**src/rtl/mhp_pkg.sv**
```systemverilog
// mhp_pkg -- shared definitions for the MHP frame transmit/receive datapath.
//   state_t         : frame sequencing states (IDLE, HDR, PAYLOAD, SCS_HI, SCS_LO)
//   MHP_HDR_LEN     : header byte count (DST 2, SRC 2, SIZE 2, DTYPE 1)
//   OFF_*           : byte offsets of each header field within the frame
//   scs_term()      : one checksum term, byte shifted left by (index mod 4)
package mhp_pkg;

  typedef enum logic [2:0] {
    ST_IDLE    = 3'd0,
    ST_HDR     = 3'd1,
    ST_PAYLOAD = 3'd2,
    ST_SCS_HI  = 3'd3,
    ST_SCS_LO  = 3'd4
  } state_t;

  localparam int MHP_HDR_LEN = 7;

  localparam logic [2:0] OFF_DST_HI  = 3'd0;
  localparam logic [2:0] OFF_DST_LO  = 3'd1;
  localparam logic [2:0] OFF_SRC_HI  = 3'd2;
  localparam logic [2:0] OFF_SRC_LO  = 3'd3;
  localparam logic [2:0] OFF_SIZE_HI = 3'd4;
  localparam logic [2:0] OFF_SIZE_LO = 3'd5;
  localparam logic [2:0] OFF_DTYPE   = 3'd6;

  // Byte zero-extended to 16 bits, shifted by the low two bits of its frame index.
  function automatic logic [15:0] scs_term(input logic [7:0] i_byte, input logic [1:0] i_k);
    return {8'h00, i_byte} << i_k;
  endfunction

endpackage

```
**src/rtl/mhp_scs.sv**
```systemverilog
// mhp_scs -- running MHP checksum accumulator (shared by transmit and receive).
//   i_clk, i_rst : clock, asynchronous active-high reset (sum -> 0)
//   i_clr        : restart the sum; if i_add is also high the first term is loaded
//   i_add        : accumulate scs_term(i_byte, i_k) this cycle
//   i_byte       : frame byte
//   i_k          : frame byte index, low two bits
//   o_sum        : 16-bit sum modulo 2^16
module mhp_scs
  import mhp_pkg::*;
(
  input  logic        i_clk,
  input  logic        i_rst,
  input  logic        i_clr,
  input  logic        i_add,
  input  logic [7:0]  i_byte,
  input  logic [1:0]  i_k,
  output logic [15:0] o_sum
);

  logic [15:0] r_sum;
  logic [15:0] w_term;

  assign w_term = scs_term(i_byte, i_k);

  always_ff @(posedge i_clk or posedge i_rst) begin
    if (i_rst) begin
      r_sum <= '0;
    end else if (i_clr) begin
      // Clear and first add may coincide when byte 0 is loaded at start acceptance.
      r_sum <= i_add ? w_term : 16'h0000;
    end else if (i_add) begin
      r_sum <= r_sum + w_term;
    end
  end

  assign o_sum = r_sum;

endmodule

```
**src/rtl/mhp_tx.sv**
```systemverilog
// mhp_tx -- MHP frame transmitter: header, payload stream, 16-bit SCS trailer.
//   i_clk, i_rst              : clock, asynchronous active-high reset
//   i_start                   : send one frame (accepted only when idle)
//   i_dst, i_src, i_size      : header fields captured at start acceptance
//   i_dtype                   : {dir, type[6:0]} header byte
//   i_pdata/i_pvalid/o_pready : payload byte stream in
//   o_wdata/o_wvalid/i_wready : frame byte stream out (single output register)
//   o_busy                    : frame in progress
//   o_done                    : pulse when the last SCS byte is accepted
//   o_err                     : pulse after a start with i_size > MAX_SIZE
module mhp_tx
  import mhp_pkg::*;
#(
  parameter int MAX_SIZE = 1024,
  parameter int HDR_LEN  = MHP_HDR_LEN
) (
  input  logic        i_clk,
  input  logic        i_rst,
  input  logic        i_start,
  input  logic [15:0] i_dst,
  input  logic [15:0] i_src,
  input  logic [15:0] i_size,
  input  logic [7:0]  i_dtype,
  input  logic [7:0]  i_pdata,
  input  logic        i_pvalid,
  output logic        o_pready,
  output logic [7:0]  o_wdata,
  output logic        o_wvalid,
  input  logic        i_wready,
  output logic        o_busy,
  output logic        o_done,
  output logic        o_err
);

  localparam logic [16:0] LP_MAX      = 17'(MAX_SIZE);
  localparam logic [16:0] LP_HDR_LAST = 17'(HDR_LEN - 1);

  state_t      r_state, w_state_nxt;
  logic [15:0] r_dst, r_src, r_size;
  logic [7:0]  r_dtype;
  logic [16:0] r_idx, w_idx_nxt;
  logic [7:0]  r_wdata, w_byte;
  logic        r_wvalid, r_last, r_err;
  logic        w_free, w_load, w_add, w_clr, w_cap, w_err, w_done, w_pready, w_set_last;
  logic [1:0]  w_k;
  logic [15:0] w_sum;
  logic [7:0]  w_hdr_byte;
  logic [16:0] w_end;
  logic        w_oversize;

  // Output register can take a new byte when empty or being drained this cycle.
  assign w_free     = !r_wvalid || i_wready;
  assign w_end      = 17'(HDR_LEN) + {1'b0, r_size};
  assign w_oversize = {1'b0, i_size} > LP_MAX;

  always_comb begin
    w_hdr_byte = 8'h00;
    case (r_idx[2:0])
      OFF_DST_HI:  w_hdr_byte = r_dst[15:8];
      OFF_DST_LO:  w_hdr_byte = r_dst[7:0];
      OFF_SRC_HI:  w_hdr_byte = r_src[15:8];
      OFF_SRC_LO:  w_hdr_byte = r_src[7:0];
      OFF_SIZE_HI: w_hdr_byte = r_size[15:8];
      OFF_SIZE_LO: w_hdr_byte = r_size[7:0];
      OFF_DTYPE:   w_hdr_byte = r_dtype;
      default:     w_hdr_byte = 8'h00;
    endcase
  end

  always_ff @(posedge i_clk or posedge i_rst) begin
    if (i_rst) r_state <= ST_IDLE;
    else       r_state <= w_state_nxt;
  end

  // Each state names the kind of byte to be loaded next into the output register.
  always_comb begin
    w_state_nxt = r_state;
    w_idx_nxt   = r_idx;
    w_load      = 1'b0;
    w_add       = 1'b0;
    w_byte      = 8'h00;
    w_clr       = 1'b0;
    w_cap       = 1'b0;
    w_err       = 1'b0;
    w_done      = 1'b0;
    w_pready    = 1'b0;
    w_set_last  = 1'b0;
    case (r_state)
      ST_IDLE: begin
        if (i_start) begin
          if (w_oversize) begin
            w_err = 1'b1;
          end else begin
            // First header byte comes straight from the inputs for latency 1.
            w_cap       = 1'b1;
            w_clr       = 1'b1;
            w_load      = 1'b1;
            w_add       = 1'b1;
            w_byte      = i_dst[15:8];
            w_idx_nxt   = 17'd1;
            w_state_nxt = ST_HDR;
          end
        end
      end
      ST_HDR: begin
        if (w_free) begin
          w_load    = 1'b1;
          w_add     = 1'b1;
          w_byte    = w_hdr_byte;
          w_idx_nxt = r_idx + 17'd1;
          if (r_idx == LP_HDR_LAST)
            w_state_nxt = (r_size == 16'h0000) ? ST_SCS_HI : ST_PAYLOAD;
        end
      end
      ST_PAYLOAD: begin
        w_pready = w_free && (r_idx < w_end);
        if (w_pready && i_pvalid) begin
          w_load    = 1'b1;
          w_add     = 1'b1;
          w_byte    = i_pdata;
          w_idx_nxt = r_idx + 17'd1;
          if (r_idx == w_end - 17'd1) w_state_nxt = ST_SCS_HI;
        end
      end
      ST_SCS_HI: begin
        // The final payload/header term was added on the edge that loaded it.
        if (w_free) begin
          w_load      = 1'b1;
          w_byte      = w_sum[15:8];
          w_state_nxt = ST_SCS_LO;
        end
      end
      ST_SCS_LO: begin
        if (!r_last) begin
          if (w_free) begin
            w_load     = 1'b1;
            w_byte     = w_sum[7:0];
            w_set_last = 1'b1;
          end
        end else if (i_wready) begin
          w_done      = 1'b1;
          w_state_nxt = ST_IDLE;
        end
      end
      default: w_state_nxt = ST_IDLE;
    endcase
  end

  always_ff @(posedge i_clk or posedge i_rst) begin
    if (i_rst) begin
      r_idx    <= '0;
      r_wdata  <= '0;
      r_wvalid <= 1'b0;
      r_last   <= 1'b0;
      r_err    <= 1'b0;
      r_dst    <= '0;
      r_src    <= '0;
      r_size   <= '0;
      r_dtype  <= '0;
    end else begin
      r_idx <= w_idx_nxt;
      r_err <= w_err;
      if (w_load) begin
        r_wdata  <= w_byte;
        r_wvalid <= 1'b1;
      end else if (i_wready) begin
        r_wvalid <= 1'b0;
      end
      if (w_set_last)  r_last <= 1'b1;
      else if (w_done) r_last <= 1'b0;
      if (w_cap) begin
        r_dst   <= i_dst;
        r_src   <= i_src;
        r_size  <= i_size;
        r_dtype <= i_dtype;
      end
    end
  end

  assign w_k = w_cap ? 2'd0 : r_idx[1:0];

  mhp_scs u_scs (
    .i_clk  (i_clk),
    .i_rst  (i_rst),
    .i_clr  (w_clr),
    .i_add  (w_add),
    .i_byte (w_byte),
    .i_k    (w_k),
    .o_sum  (w_sum)
  );

  assign o_wdata  = r_wdata;
  assign o_wvalid = r_wvalid;
  assign o_pready = w_pready;
  assign o_done   = w_done;
  assign o_err    = r_err;
  assign o_busy   = (r_state != ST_IDLE) && !w_done;

endmodule
```
**config.mk**
```make
export PLATFORM = sky130hd
export DESIGN_NAME = mhp_tx
export DESIGN_NICKNAME = d
export VERILOG_FILES = /design/src/rtl/mhp_pkg.sv /design/src/rtl/mhp_scs.sv /design/src/rtl/mhp_tx.sv
export SDC_FILE = /design/constraint.sdc
export NUM_CORES = 1
export LEC_CHECK = 0
export ABC_AREA = 1
export BUFFER_PORTS_ARGS = -buffer_cell sky130_fd_sc_hd__buf_4
export CAP_MARGIN = 15
export CORE_UTILIZATION = 45
export CTS_BUF_LIST = sky130_fd_sc_hd__clkbuf_4
export DETAILED_ROUTE_END_ITERATION = 12
export PLACE_DENSITY = 0.73
export REMOVE_ABC_BUFFERS = 1
export SYNTH_ARGS = -nofsm -noshare
export SYNTH_HDL_FRONTEND = slang
export SYNTH_SLANG_ARGS = --single-unit
```
**constraint.sdc**
```tcl
create_clock -name i_clk -period 6.07 [get_ports i_clk]
set_input_delay 1.821 -clock i_clk [delete_from_list [all_inputs] [get_ports i_clk]]
set_output_delay 1.821 -clock i_clk [all_outputs]
set_load 0.03 [all_outputs]
```
==> flow_summary.toml <==
[placement]
pre_cts_ws_ps = 506
io_buffers = 81
gp_congestion = 0.970
hpwlAfterDp_um = 16700

[critical_path]
timing_worst_setup_path_type = "reg2reg"
slowest_stage = "dfrtp_1"
required_ps = 6510
crit_path_frequent_cell = "nand2_1"
cp.buffers_inverters = 6
crit_fanout = 9
r2r_setup_slack_ps = 480
crit_arrival_ps = 6030
cp-start-kind = "register"
crit_family = "simple AND/OR/NAND/NOR gates"
ff2ff_path_depth = 36
end_kind = "register"
r2r-start = "r_size[0]$_DFFE_PP0P_"
r2r-end = "u_scs.o_sum[12]$_DFFE_PP0P_"
max_stage_delay_ps = 510

[sta]
final-hold-violation-count = 0
post-route-min-period_ps = 5590
tightestPinTransition_ps = 899
fin_ws_ps = 475
period_share = 0.922
rsz0062_at_grt = "no"
setup-violations-final = 0
max_freq_ghz = 0.179
drv_slew = 0
skew_ps = 37.7
maxSlewHeadroom = 0.401

[floorplan]
die_w_um = 131
io_pins = 82
rows = 46
start_util = 0.466
die_area_um2 = 17100
die_h_um = 131
core_um2 = 16000

[final_layout]
final_util = 0.527
drive_gt1_frac = 0.112
num-nets-final = 1271
fillers = 1662
area_growth_pct = 13.2

[power]
p_leak_nw = 4.39
ir_drop_uv = 226
powerDensity_nw_per_um2 = 393

[cts]
cts_tree = "built"
clockBufferDepth = 2
clk_pin_slew_ps = 210
postCtsHoldBufs = 0
cts_max_level = 3
cts_buffers = 9
post_cts_buffers = 0
cts_resized = 0
clock_latency_ps = 510
root_buffer = "clkbuf_4"
cts_sinks = 103

[yosys]
yosys-top-cells-area = "dfrtp_1, nand2_1, inv_1, ha_1, nand3_1"
synth_top_area_share = 0.346
synth.cell_area_um2 = 7450
synth-warning-count = 0
async_flop_share = 1.00
synth_edf_count = 0
syn-instance-count = 1092
synth.distinct_cells = 41
synth.most_common_cell = "nand2_1"
synth_flop_cell = "dfrtp_1"
ys_top_cells_by_count = "nand2_1, inv_1, dfrtp_1, nand3_1, nor2_1"
synth_top_cell_by_area = "dfrtp_1"
synth-seq-cells = 103
ys_seq_area_frac = 0.346
syn_avg_cell_area_um2 = 6.83

[run]
cap_violations = 0

[run_status]
run_status = "complete, no violations"

[global_routing]
overflow = 0
grt_pass1_vias = 6905
grt_pass1_wl_um = 35300
antenna_found_initial = 1
grt_max_degree = 73
grt_usage = 0.270

[route]
ant_nets = 0
drt_iter0_drc = 676
drt-total-wl_um = 21700
route.detailed.drc = 0
vias = 7550
wire_per_inst_um = 15.7
first_pass_iters = 6
vias_per_cell = 5.44

[min_path]
holdPathStages = 2
hold_end = "r_src[4]$_DFFE_PP0P_"
hp-start = "r_src[4]$_DFFE_PP0P_"
hp-class = "reg2reg"
[layer usage]
layer | part of all wire | vias up | track usage
li1 | - | 3708 | -
met5 | 0 | - | 0
met2 | 0.45 | 312 | 0.423
met3 | 0.071 | 37 | 0.0387
met1 | 0.46 | 3493 | 0.387
met4 | 0.020 | 0 | 0.0771
[cells in the final DEF (no fill, tap or decap), types with 3 or more instances in the layout]
cell      Yosys  routed
o22ai_1       8       8
clkbuf_4      0       9
xor2_1       23      23
inv_1       128     127
a21oi_1      32      31
nand3b_1      6       6
a21oi_2       3       4
dfrtp_1     103     103
a31oi_1       9       9
xnor2_1      10      10
clkinv_8      0       4
nor4_1       10      10
nor2_1       72      72
nand2_1     380     380
nor3_1       11      11
nand2_2       7       7
o21ai_1       2       3
o21ai_0      69      68
nand3_2       3       4
a221oi_1      9       9
nor2_2        4       4
clkinv_1      6       6
buf_4         2      90
nand3_1      84      83
ha_1         35      35
nand4_1      22      22
nor2_4        3       3
o21bai_1      3       3
o31ai_1      11      11
[stage by stage]
| step | cell area, um2 | instances | TNS [ps] | power [mW] | hold slack (ps) |
|---|---|---|---|---|---|
| floorplan | 7310 | 1065 | -5180 | 2.33 | 449 |
| global placement | 8260 | 1371 | 0 | 2.86 | 463 |
| detailed placement | 8260 | 1371 | 0 | 2.89 | 467 |
| CTS | 8430 | 1387 | 0 | 3.29 | 506 |
| global route | 8440 | 1388 | 0 | 3.60 | 529 |
| finish | 8440 | 1388 | 0 | 3.32 | 505 |
[tightest hold or removal path: stages (launching register included)]
cell     delay (ps)
dfrtp_1         380
nand2_1          50
nand2_1          50
[cell families (layout without fill, tap and decap cells)]
| kind of cell | count (synthesis) | after routing | share of synthesized area |
|---|---|---|---|
| and+or+nand+nor | 605 | 605 | 0.345 |
| buffers and inverters | 162 | 241 | 0.0878 |
| AOI/OAI and AO/OA | 152 | 152 | 0.118 |
| DFF | 103 | 103 | 0.346 |
| adders and majority gates | 36 | 36 | 0.0614 |
| xor gates and xnor gates | 34 | 34 | 0.0418 |
| other | 0 | 1 | 0 |
[power by group]
group	internal (mW)	leakage (nW)	switching (mW)
registers	0.864	1.32	0.170
logic	0.614	2.99	1.26
clock network	0.108	0.0869	0.299
[state kept, by name (all words and copies together) (netlist names)]
name	flops
r_size	16
r_state	3
r_dst	16
r_last	1
r_src	16
o_wdata	8
r_dtype	8
o_wvalid	1
u_scs.o_sum	16
o_err	1
r_idx	17
[area by class of cell]
| type | count | area (um2) | share of cell area |
|---|---|---|---|
| tap | 216 | 270 | 0.0320 |
| sequential | 103 | 2580 | 0.306 |
| antenna | 1 | 2.50 | 0.000297 |
| clock inverter | 7 | 101 | 0.0120 |
| multi-input combinational | 827 | 4230 | 0.501 |
| inverter | 135 | 510 | 0.0605 |
| timing repair buffer | 90 | 676 | 0.0801 |
| clock buffer | 9 | 67.6 | 0.00801 |
[how the worst max path moves through the flow]
stage,start,to,slack [ps],cells after the start
final,r_size[0]$_DFFE_PP0P_,u_scs.o_sum[12]$_DFFE_PP0P_,480,36
after global routing,r_size[0]$_DFFE_PP0P_,u_scs.o_sum[12]$_DFFE_PP0P_,20,33
after global placement,i_wready,u_scs.o_sum[12]$_DFFE_PP0P_,520,28
after CTS,r_size[0]$_DFFE_PP0P_,o_pready,500,20
after detailed placement,i_size[10],u_scs.o_sum[12]$_DFFE_PP0P_,510,25
after floorplan,i_size[12],u_scs.o_sum[12]$_DFFE_PP0P_,-650,23
(Power assumes the default switching activity.)
